[src/rtl/instr_prefetch_queue.sv]
// Instruction prefetch queue: pipelined in-order word fetch feeding a
// small FIFO of {instruction, pc} entries, with redirect flush/discard.
module instr_prefetch_queue #(
    parameter int unsigned DEPTH    = 4,
    parameter logic [31:0] RESET_PC = 32'h0000_0000
) (
    input  logic        clk,
    input  logic        reset,
    output logic        mem_req,
    output logic [31:0] mem_addr,
    input  logic        mem_ready,
    input  logic        mem_rvalid,
    input  logic [31:0] mem_rdata,
    output logic        instr_valid,
    output logic [31:0] instr_out,
    output logic [31:0] instr_pc,
    input  logic        instr_ready,
    input  logic        redirect,
    input  logic [31:0] redirect_pc
);

    localparam int unsigned PW = $clog2(DEPTH);
    localparam int unsigned CW = PW + 1;
    localparam logic [CW:0] DEPTH_W = (CW+1)'(DEPTH);

    logic [31:0]   data_q [DEPTH];
    logic [31:0]   pc_q   [DEPTH];
    logic [PW-1:0] rd_ptr;
    logic [PW-1:0] wr_ptr;
    logic [CW-1:0] count;
    logic [CW-1:0] inflight;
    logic [CW-1:0] discard;
    logic [CW-1:0] inflight_next;
    logic [31:0]   fetch_pc;
    logic [31:0]   push_pc;
    logic [31:0]   target_pc;
    logic [CW:0]   occupancy;
    logic          accept;
    logic          resp;
    logic          push;
    logic          pop;

    // Credit rule: queued entries plus outstanding reads never exceed DEPTH
    assign occupancy   = {1'b0, count} + {1'b0, inflight};
    assign mem_req     = !reset && !redirect && (occupancy < DEPTH_W);
    assign mem_addr    = fetch_pc;
    assign accept      = mem_req && mem_ready;

    // Responses with nothing outstanding are stray and ignored
    assign resp        = mem_rvalid && (inflight != '0);
    assign push        = !reset && !redirect && resp && (discard == '0);
    assign pop         = instr_valid && instr_ready && !redirect;

    assign instr_valid = (count != '0);
    assign instr_out   = instr_valid ? data_q[rd_ptr] : '0;
    assign instr_pc    = instr_valid ? pc_q[rd_ptr] : '0;
    assign target_pc   = redirect_pc & 32'hFFFF_FFFC;

    // Outstanding-request count after this cycle's issue and return
    always_comb begin
        inflight_next = inflight + CW'(accept) - CW'(resp);
    end

    // Write the returned word and its PC at the tail
    always_ff @(posedge clk) begin
        if (push) begin
            data_q[wr_ptr] <= mem_rdata;
            pc_q[wr_ptr]   <= push_pc;
        end
    end

    // Pointers, counters and fetch/push PCs; redirect flushes and
    // marks everything still in flight for discard
    always_ff @(posedge clk) begin
        if (reset) begin
            fetch_pc <= RESET_PC;
            push_pc  <= RESET_PC;
            rd_ptr   <= '0;
            wr_ptr   <= '0;
            count    <= '0;
            inflight <= '0;
            discard  <= '0;
        end else if (redirect) begin
            fetch_pc <= target_pc;
            push_pc  <= target_pc;
            rd_ptr   <= '0;
            wr_ptr   <= '0;
            count    <= '0;
            inflight <= inflight_next;
            discard  <= inflight_next;
        end else begin
            inflight <= inflight_next;
            if (accept) begin
                fetch_pc <= fetch_pc + 32'd4;
            end
            if (resp && (discard != '0)) begin
                discard <= discard - CW'(1);
            end
            if (push) begin
                wr_ptr  <= wr_ptr + PW'(1);
                push_pc <= push_pc + 32'd4;
            end
            if (pop) begin
                rd_ptr <= rd_ptr + PW'(1);
            end
            count <= count + CW'(push) - CW'(pop);
        end
    end

endmodule

[config.mk]
export PLATFORM = sky130hd
export DESIGN_NAME = instr_prefetch_queue
export DESIGN_NICKNAME = d
export VERILOG_FILES = /design/src/rtl/instr_prefetch_queue.sv
export SDC_FILE = /design/constraint.sdc
export NUM_CORES = 1
export LEC_CHECK = 0
export ABC_AREA = 1
export BUFFER_PORTS_ARGS = -buffer_cell sky130_fd_sc_hd__buf_2
export CORE_ASPECT_RATIO = 0.75
export CORE_MARGIN = 2
export CORE_UTILIZATION = 55
export DETAILED_ROUTE_END_ITERATION = 10
export PLACE_DENSITY_LB_ADDON = 0.08
export SETUP_SLACK_MARGIN = 0.3
export SLEW_MARGIN = 0
export SYNTH_ARGS = -nofsm -noshare
export SYNTH_HDL_FRONTEND = slang
export SYNTH_SLANG_ARGS = --single-unit
[constraint.sdc]
create_clock -name clk -period 9.3 [get_ports clk]
set_clock_uncertainty 0.1 [all_clocks]
set_input_delay 0.93 -clock clk [delete_from_list [all_inputs] [get_ports clk]]
set_output_delay 0.93 -clock clk [all_outputs]
set_load 0.03 [all_outputs]
---- Word level (Yosys, flattened, before mapping) ----
Memory sizes are Yosys's and may differ from the RTL's. A register that Yosys moved wholly into a read port is not among the register bits.
Index checks and enable logic that the tools add are counted.
word-level totals
  flip-flop bits (word level) ............. 77
  bits in latches ......................... 0
  bits in writable memories ............... 256
  ROM bits ................................ 0
  input bits .............................. 70
  output and inout bits ................... 98
  memories kept ........................... 2
operators by class
  add/sub/neg operators ................... 10
  $mul .................................... 0
  divide/modulo/power cells ............... 0
  $lt $le $gt $ge ......................... 1
  equal/unequal tests ..................... 0
  shift operators ......................... 0
  multiplexer cells ....................... 14
  bitwise gates (word level) .............. 0
  reduce and logical (&&, ||, !) cells .... 19
memories
  memory  words  width  rd ports  clocked after Yosys merged registers in  wr ports  line  text
  data_q  4      32     1         1                                        1         26    logic [31:0] data_q [DEPTH];
  pc_q    4      32     1         1                                        1         27    logic [31:0] pc_q [DEPTH];
operators with widths
  operator               number
  $mux 32                6
  $add 32x3->32 const B  2
  $logic_and 1x1->1      9
  $reduce_bool 3->1      3
  $mux 2                 4
  $add 3x1->3            2
  $mux 3                 2
  $reduce_bool 2->1      3
  $sub 3x1->3            2
  $add 2x1->2 const B    2
  $add 3x3->4            1
  $lt 4x3->1 const B     1
  $logic_not 3->1        1
  $sub 3x1->3 const B    1
  $logic_not 1->1        2
  $mux 1                 2
  $reduce_or 2->1        1

---- Depth between registers and ports, before layout ----
Gate-level depths: netlist of run 1.
  depth after elaboration ................. 7
  mapped depth ............................ 16
  mapped depth without buffers ............ 15

---- Least setup slack after synthesis of run 1 ----
No wires, ideal clock.
  kind .................................... input to register
  start point ............................. input port reset
  end point ............................... memory data_q[0][0], enable pin
  data arrival time ....................... 4,109 ps
  required time ........................... 8,718 ps
  path slack .............................. 4,609 ps
  stages on the path ...................... 6
  buffers on the path ..................... 1
  path through ............................ nor2_4 -> inv_1 -> nor2_1 -> nand3_1 -> buf_2 -> nor2_1
on the way
  cells in the longest elaborated chain, start to end .. 6
RTL lines
  element                          line  text
  start: declaration               8     input logic reset,
  $logic_not 1->1                  51    assign push = !reset && !redirect && resp && (discard == '0);
  $logic_and 1x1->1 (3 in series)  51
  $mux 1                           66    if (push) begin
  $mux 1 (implied by the code)     67    data_q[wr_ptr] <= mem_rdata;
  end: declaration                 26
No other way between the ends.

==> results of run 1 <==
## registers in the layout, summed over array words and instances, names as in the netlist, named ones only
signal    count
rd_ptr        2
mem_addr     30
push_pc      30
wr_ptr        2
count         3
discard       3
inflight      3
data_q      128
pc_q        120
## tightest hold or removal path: stages (launching register included)
cell,delay (ns)
dfxtp_1,0.30
inv_1,0.06
a21oi_1,0.07
## power groups by stage
stage | combinational, mW | sequential, mW | clock (mW)
after floorplan | 0.177 | 1.68 | 0
after global placement | 0.264 | 1.67 | 0
after detailed placement | 0.270 | 1.67 | 0
after CTS | 0.272 | 1.64 | 1.32
after global routing | 0.304 | 1.65 | 1.37
final | 0.270 | 1.64 | 1.30
## cells in the mapped netlist, drive strengths merged (3+ instances only)
library cell  count
nor2            371
edfxtp          248
nand2           243
o21ai           171
a21oi           118
inv             118
dfxtp            75
nand3            70
clkbuf           41
buf              30
xor2             18
ha               14
nand4             6
xnor2             6
a31oi             5
o211ai            4
o21bai            4
nor3              3
## placed cells by master, fill, tap and decap left out, drive strengths merged
| cell type | netlist | routed |
|---|---|---|
| conb | 1 | 4 |
| dfxtp | 75 | 75 |
| bufinv | 0 | 3 |
| o211ai | 4 | 4 |
| nand3 | 70 | 70 |
| a21o | 1 | 1 |
| nand4 | 6 | 6 |
| inv | 118 | 119 |
| nand3b | 2 | 2 |
| edfxtp | 248 | 248 |
| nor2 | 371 | 371 |
| xnor2 | 6 | 6 |
| nor3 | 3 | 3 |
| nand2 | 243 | 243 |
| clkbuf | 41 | 47 |
| a21oi | 118 | 118 |
| fa | 2 | 2 |
| o21bai | 4 | 4 |
| buf | 30 | 171 |
| a31oi | 5 | 5 |
| xor2 | 18 | 18 |
| and2 | 2 | 2 |
| clkinv | 1 | 8 |
| o21ai | 171 | 171 |
| ha | 14 | 14 |
## routing by layer
| layer | track usage | vias up | wire, microns |
|---|---|---|---|
| met5 | 0 | - | 0 |
| met4 | 0.0490 | 0 | 565 |
| met3 | 0.0315 | 40 | 2230 |
| met2 | 0.395 | 330 | 15500 |
| met1 | 0.362 | 5154 | 15800 |
| li1 | - | 5452 | - |
## cell type report
| cell class | instances | area [sq um] | area share |
|---|---|---|---|
| clock buffers | 47 | 926 | 0.0557 |
| clock inverters | 11 | 149 | 0.00896 |
| inverters | 119 | 448 | 0.0270 |
| multi-input cells | 1044 | 4820 | 0.290 |
| flip-flops and latches | 323 | 8950 | 0.539 |
| well taps | 344 | 430 | 0.0259 |
| repair buffers | 171 | 881 | 0.0530 |
## logic make-up after synthesis
group,Yosys count,synth area share
AO/OA/AOI/OAI,303,0.107
XOR/XNOR,24,0.0145
adder cells (fa/ha/maj),16,0.0149
buffers and inverters,190,0.0528
flip-flops,323,0.618
other,1,0.000259
AND/OR/NAND/NOR,697,0.193
## worst min path at each step
stage / startpoint / slack [ns] / cells after the start / end
floorplan: rd_ptr[1]$_SDFFE_PP0P_ / 0.34 / 2 / flop
global placement: rd_ptr[1]$_SDFFE_PP0P_ / 0.35 / 2 / flop
detailed placement: rd_ptr[1]$_SDFFE_PP0P_ / 0.35 / 2 / flop
CTS: rd_ptr[1]$_SDFFE_PP0P_ / 0.37 / 2 / flop
global route: rd_ptr[1]$_SDFFE_PP0P_ / 0.40 / 2 / flop
finish: rd_ptr[1]$_SDFFE_PP0P_ / 0.36 / 2 / flop
==> PnR_summary.wiki, run 1 <==
{| class="wikitable"
! Metric !! Value
|-
| Number of global-route vias before repair || 10100
|-
| Layout-stage area growth over the synthesis result || 14.6%
|-
| Worst hold-check path type || reg2reg
|-
| Worst R2R Start || discard[0]$_SDFFE_PP0P_
|-
| Setup Total Neg Slack || 0 ns
|-
| Yosys synthesis warning count || 0
|-
| Maximum fanout encountered on the critical timing path || 63
|-
| Number of design-rule violations left by the first detailed-router iteration || 893
|-
| Peak supply drop || ~0.15 mV
|-
| Post-DR wirelength/cell || approximately 17 microns
|-
| DIE WIDTH || ~190 microns
|-
| Count of buffer and inverter cells on the critical path || 4
|-
| Clock transition at path regs || around 0.060 ns
|-
| Part of the power in the clock network || 0.404
|-
| Total net switching power || approximately 750 uW
|-
| Total overflow reported by the global router || 0
|-
| Arrival time at the worst endpoint || ~3.4 ns
|-
| Setup repair after global routing missed its margin || false
|-
| Non-filler instance count after layout || 2059
|-
| Total of fill cells in the finished design || about 2100
|-
| Type of destination of the critical path || output pin
|-
| Critical path required time || 8.27 ns
|-
| Final ANT Viol Nets || 0
|-
| Number of maximum-capacitance violations || 0
|-
| Internal power contribution || 2.45 mW
|-
| CTS buffer count || 31
|-
| Global routing usage summed across all routing layers || 0.246
|-
| Net count reported at finish || about 1800
|-
| Number of cells on the worst reg-to-reg path || 12
|-
| Seq cells post-synth || about 320
|-
| Crit-path max cell delay || 0.64 ns
|-
| Family with the most delay on the worst path || buffers and inverters
|-
| Category of the most critical setup path || reg2out
|-
| Actual transition at the worst max-transition pin || 0.965 ns
|-
| CTS Sinks || approximately 320
|-
| Unique masters post-synth || 35
|-
| Final GP Congestion || about 0.9
|-
| Terminus of the critical flop-to-flop path || count[2]$_SDFF_PP0_
|-
| Post-CTS Repair Setup Buffers || 0
|-
| Maximum number of buffers from clock root to sink || 3
|-
| Global-route wire length before repair || 53200 microns
|-
| Die Y || around 140 microns
|-
| Post-synth top area share || 0.514
|-
| Number of slew-limit violations in the final report || 0
|-
| Min cycle time layout || 4.38 ns
|-
| Post-Route Utilization || 0.641
|-
| Register-to-register setup slack || ~6.3 ns
|-
| Post-route cell area || approximately 17000 sq um
|-
| Register share of total power || 0.512
|-
| Synth Instances || roughly 1600
|-
| Library cell appearing most often on the critical path || buf_4
|-
| Outcome || finished, final reports clean
|-
| Root buf cell || clkbuf_16
|-
| Leakage power summed over all cells || 6.51 nW
|-
| Sequential fraction of the synthesis area || 0.618
|-
| Clock tree from TritonCTS || done
|-
| DP Worst Slack || roughly 4.9 ns
|-
| Syn_area_per_cell || ~9.3 sq um
|-
| Antenna cell count || 0
|-
| Cell types occupying the most area after synthesis || edfxtp_1 51%, dfxtp_1 10%, nor2_1 9.4%
|-
| Critical path destination || instr_pc[15]
|-
| Routed WL || 34100 microns
|-
| Number of levels in the clock H-tree || 1
|-
| Fraction of power consumed by combinational cells || 0.084
|-
| I/O Pins || 168
|-
| Post-cts resize count || 0
|-
| Top flip-flop cell by instance count after synthesis || edfxtp_1
|-
| Number of antenna violations at the first check in global routing || 0
|-
| Synthesized cell area || around 14000 sq um
|-
| Placement-stage cell area || roughly 16000 sq um
|-
| Final hold viol count || 0
|-
| Kind of launch point of the worst setup path || flop
|-
| Number of core rows || 51
|-
| Largest net degree at the start of global routing || 95
|-
| Worst relative slew slack || 0.356
|-
| Count of flip-flops with a built-in enable after synthesis || roughly 250
|-
| Fraction of layout instances using a drive strength above 1 || 0.143
|-
| Via count || between 10000 and 15000
|-
| Power density over cell area || 193 nW/um^2
|-
| Worst Hold Margin || around 0.36 ns
|-
| Portion of the clock cycle consumed by the worst path in the final layout || 0.471
|-
| Final critical-path setup slack || around 5 ns
|-
| Placed insts || around 2000
|-
| Critical-path cell list || buf_4 -> inv_2 -> buf_4 -> nor2_1 -> o21ai_0 -> a21oi_1 -> buf_2
|-
| Average via count per standard cell || between 5 and 6
|-
| PortBufs || about 160
|-
| Maximum operating frequency || approximately 230 MHz
|-
| Largest area contributor in the netlist || edfxtp_1
|-
| Asr flop ratio synth || 0
|-
| Master of the slowest instance on the critical path || buf_4
|-
| Post-cts hold buffer count || 0
|-
| Final HPWL DP || ~21000 microns
|-
| Total power || between 3 and 4 mW
|-
| Die ar. || between 20000 and 30000 sq um
|-
| Sw Share || 0.235
|-
| Number of failing setup endpoints in the final timing report || 0
|-
| Critical path depth in cells || 7
|-
| Post-route DRC || 0
|-
| Worst-skew pair later-pin latency || about 0.56 ns
|-
| Number of optimization iterations in the first detailed-route pass || 5
|-
| Initial core utilization || 0.559
|-
| Area of the core || roughly 26000 sq um
|}
Note: power is estimated with default switching activity, not from simulation.
==> run 2, diff against run 1 <==
==> constraint.sdc (replaced) <==
create_clock -name clk -period 4.4 [get_ports clk]
set_clock_uncertainty 0.1 [all_clocks]
set_input_delay 0.44 -clock clk [delete_from_list [all_inputs] [get_ports clk]]
set_output_delay 0.44 -clock clk [all_outputs]
set_load 0.03 [all_outputs]
==> run 2 against run 1 <==
Power grew 100%. Cell count grew 1.4%. Cell area grew 1.2%.
==> PnR_summary.wiki, run 2 (synthesized netlist as in run 1, its figures left out) <==
{| class="wikitable"
! Metric !! Value
|-
| Antenna cell count || 0
|-
| Worst-skew pair later-pin latency || 0.56 ns
|-
| Master of the slowest instance on the critical path || buf_4
|-
| Global-route wire length before repair || approximately 54000 microns
|-
| Maximum operating frequency || between 300 and 400 MHz
|-
| Portion of the clock cycle consumed by the worst path in the final layout || 0.712
|-
| Net count reported at finish || ~1800
|-
| Depth of the worst hold-timing path || 1
|-
| Clock tree from TritonCTS || done
|-
| Setup Total Neg Slack || 0 ns
|-
| Via count || approximately 11000
|-
| Number of optimization iterations in the first detailed-route pass || 6
|-
| DIE WIDTH || about 190 microns
|-
| Layout-stage area growth over the synthesis result || 16.1%
|-
| Count of buffer and inverter cells on the critical path || 3
|-
| Critical path required time || about 3.9 ns
|-
| Outcome || finished, final reports clean
|-
| Hold wc startpoint || mem_rdata[9]
|-
| Number of levels in the clock H-tree || 1
|-
| Post-cts resize count || 0
|-
| Total of fill cells in the finished design || between 2000 and 2500
|-
| Number of failing setup endpoints in the final timing report || 0
|-
| DP Worst Slack || 1.04 ns
|-
| Family with the most delay on the worst path || buffers and inverters
|-
| Worst relative slew slack || 0.423
|-
| Leading registers by flop count || data_q x128, pc_q x120
|-
| Number of maximum-capacitance violations || 0
|-
| Fraction of layout instances using a drive strength above 1 || 0.138
|-
| Largest net degree at the start of global routing || between 60 and 70
|-
| Flip-flop count of the largest register after layout || about 130
|-
| Type of destination of the critical path || output pin
|-
| Post-route cell area || 16800 sq um
|-
| Global routing usage summed across all routing layers || 0.250
|-
| Min cycle time layout || between 3 and 4 ns
|-
| Worst R2R Start || count[2]$_SDFF_PP0_
|-
| Commonest cells after routing, fill and taps aside || 357 x nor2_1, 248 x edfxtp_1, 240 x nand2_1
|-
| Die Y || 145 microns
|-
| Die ar. || between 20000 and 30000 sq um
|-
| Category of the most critical setup path || reg2out
|-
| Endpoint of the worst hold-timing path || data_q[1][9]$_DFFE_PP_
|-
| Peak supply drop || 0.339 mV
|-
| CTS Sinks || 323
|-
| Number of design-rule violations left by the first detailed-router iteration || ~900
|-
| Critical-path cell list || inv_2 -> buf_4 -> o21ai_0 -> a21oi_1 -> buf_2
|-
| Register ranked first by flip-flop count || data_q
|-
| Final critical-path setup slack || between 1 and 1.5 ns
|-
| Maximum number of buffers from clock root to sink || 3
|-
| Total overflow reported by the global router || 0
|-
| Root buf cell || clkbuf_16
|-
| PortBufs || around 160
|-
| Number of global-route vias before repair || around 10000
|-
| Routed WL || around 35000 microns
|-
| Post-DR wirelength/cell || about 17 microns
|-
| Placement-stage cell area || 15600 sq um
|-
| Power density over cell area || between 300 and 400 nW/um^2
|-
| Number of cells on the worst reg-to-reg path || 15
|-
| I/O Pins || approximately 170
|-
| Initial core utilization || 0.559
|-
| Area of the core || roughly 26000 sq um
|-
| Kind of launch point of the worst setup path || flop
|-
| Number of slew-limit violations in the final report || 0
|-
| Final GP Congestion || about 0.90
|-
| Actual transition at the worst max-transition pin || 0.866 ns
|-
| Total power || approximately 6.6 mW
|-
| CTS buffer count || 30
|-
| Final hold viol count || 0
|-
| Clock transition at path regs || ~0.06 ns
|-
| Register-to-register setup slack || approximately 1.6 ns
|-
| Setup repair after global routing missed its margin || false
|-
| Number of core rows || 51
|-
| Worst hold-check path type || in2reg
|-
| Crit-path max cell delay || 0.51 ns
|-
| Terminus of the critical flop-to-flop path || discard[2]$_SDFFE_PP0P_
|-
| Leakage power summed over all cells || about 6.6 nW
|-
| Maximum fanout encountered on the critical timing path || between 40 and 50
|-
| Final HPWL DP || approximately 21000 microns
|-
| Average via count per standard cell || 5.38
|-
| Post-route DRC || 0
|-
| Final ANT Viol Nets || 0
|-
| Post-Route Utilization || 0.649
|-
| Arrival time at the worst endpoint || approximately 2.6 ns
|-
| Most frequent standard cell in the layout excluding fill and tap cells || nor2_1
|-
| Number of antenna violations at the first check in global routing || 0
|}
run 2: worst reg2reg max path: cells and delay by family, from the launching register on:
kind,cells,cell delay (ns)
AND/OR/NAND/NOR,7,0.63
flip-flops,1,0.41
XOR/XNOR,2,0.38
adder cells (fa/ha/maj),4,1.14
buffers and inverters,2,0.10
run 2: power breakdown:
part           internal [mW]  switching [mW]  total [mW]
sequential              3.38          0.0902        3.47
combinational          0.199           0.397       0.596
clock                   1.40            1.10        2.50
total                   4.98            1.59        6.57
run 2: worst max path at each step:
stage / startpoint / endpoint / cells past startpoint
global route: flop / instr_out[5] / 5
global placement: redirect / discard[2]$_SDFFE_PP0P_ / 15
finish: flop / instr_out[5] / 5
floorplan: reset / data_q[0][0]$_DFFE_PP_ / 6
detailed placement: redirect / discard[2]$_SDFFE_PP0P_ / 15
CTS: flop / instr_pc[10] / 5
run 2: metal layers:
| metal | track usage | routed length, microns |
|---|---|---|
| met2 | 0.397 | 15900 |
| met4 | 0.0522 | 606 |
| met1 | 0.374 | 16300 |
| met5 | 0 | 0 |
| met3 | 0.0289 | 2090 |
run 2: timing repair:
action / in CTS / in global routing
hold buffers: 25 / 0
buffers inserted: 0 / 0
endpoints found under the hold margin: 98 / 0
run 2: per-stage QoR:
step                      cells  hold slack, ns
after global placement     2007           0.349
final                      2088          0.0160
after detailed placement   2007           0.348
after floorplan            1557           0.336
after CTS                  2088        0.000334
after global routing       2088         0.00608
run 2: layout make-up:
| type | instances | area [sq um] | area share |
|---|---|---|---|
| Sequential cell | 323 | 8950 | 0.532 |
| Multi-Input combinational cell | 1044 | 4820 | 0.287 |
| Timing Repair Buffer | 202 | 1230 | 0.0729 |
| Clock buffer | 39 | 806 | 0.0479 |
| Inverter | 119 | 448 | 0.0266 |
| Tap cell | 344 | 430 | 0.0256 |
| Clock inverter | 17 | 129 | 0.00766 |
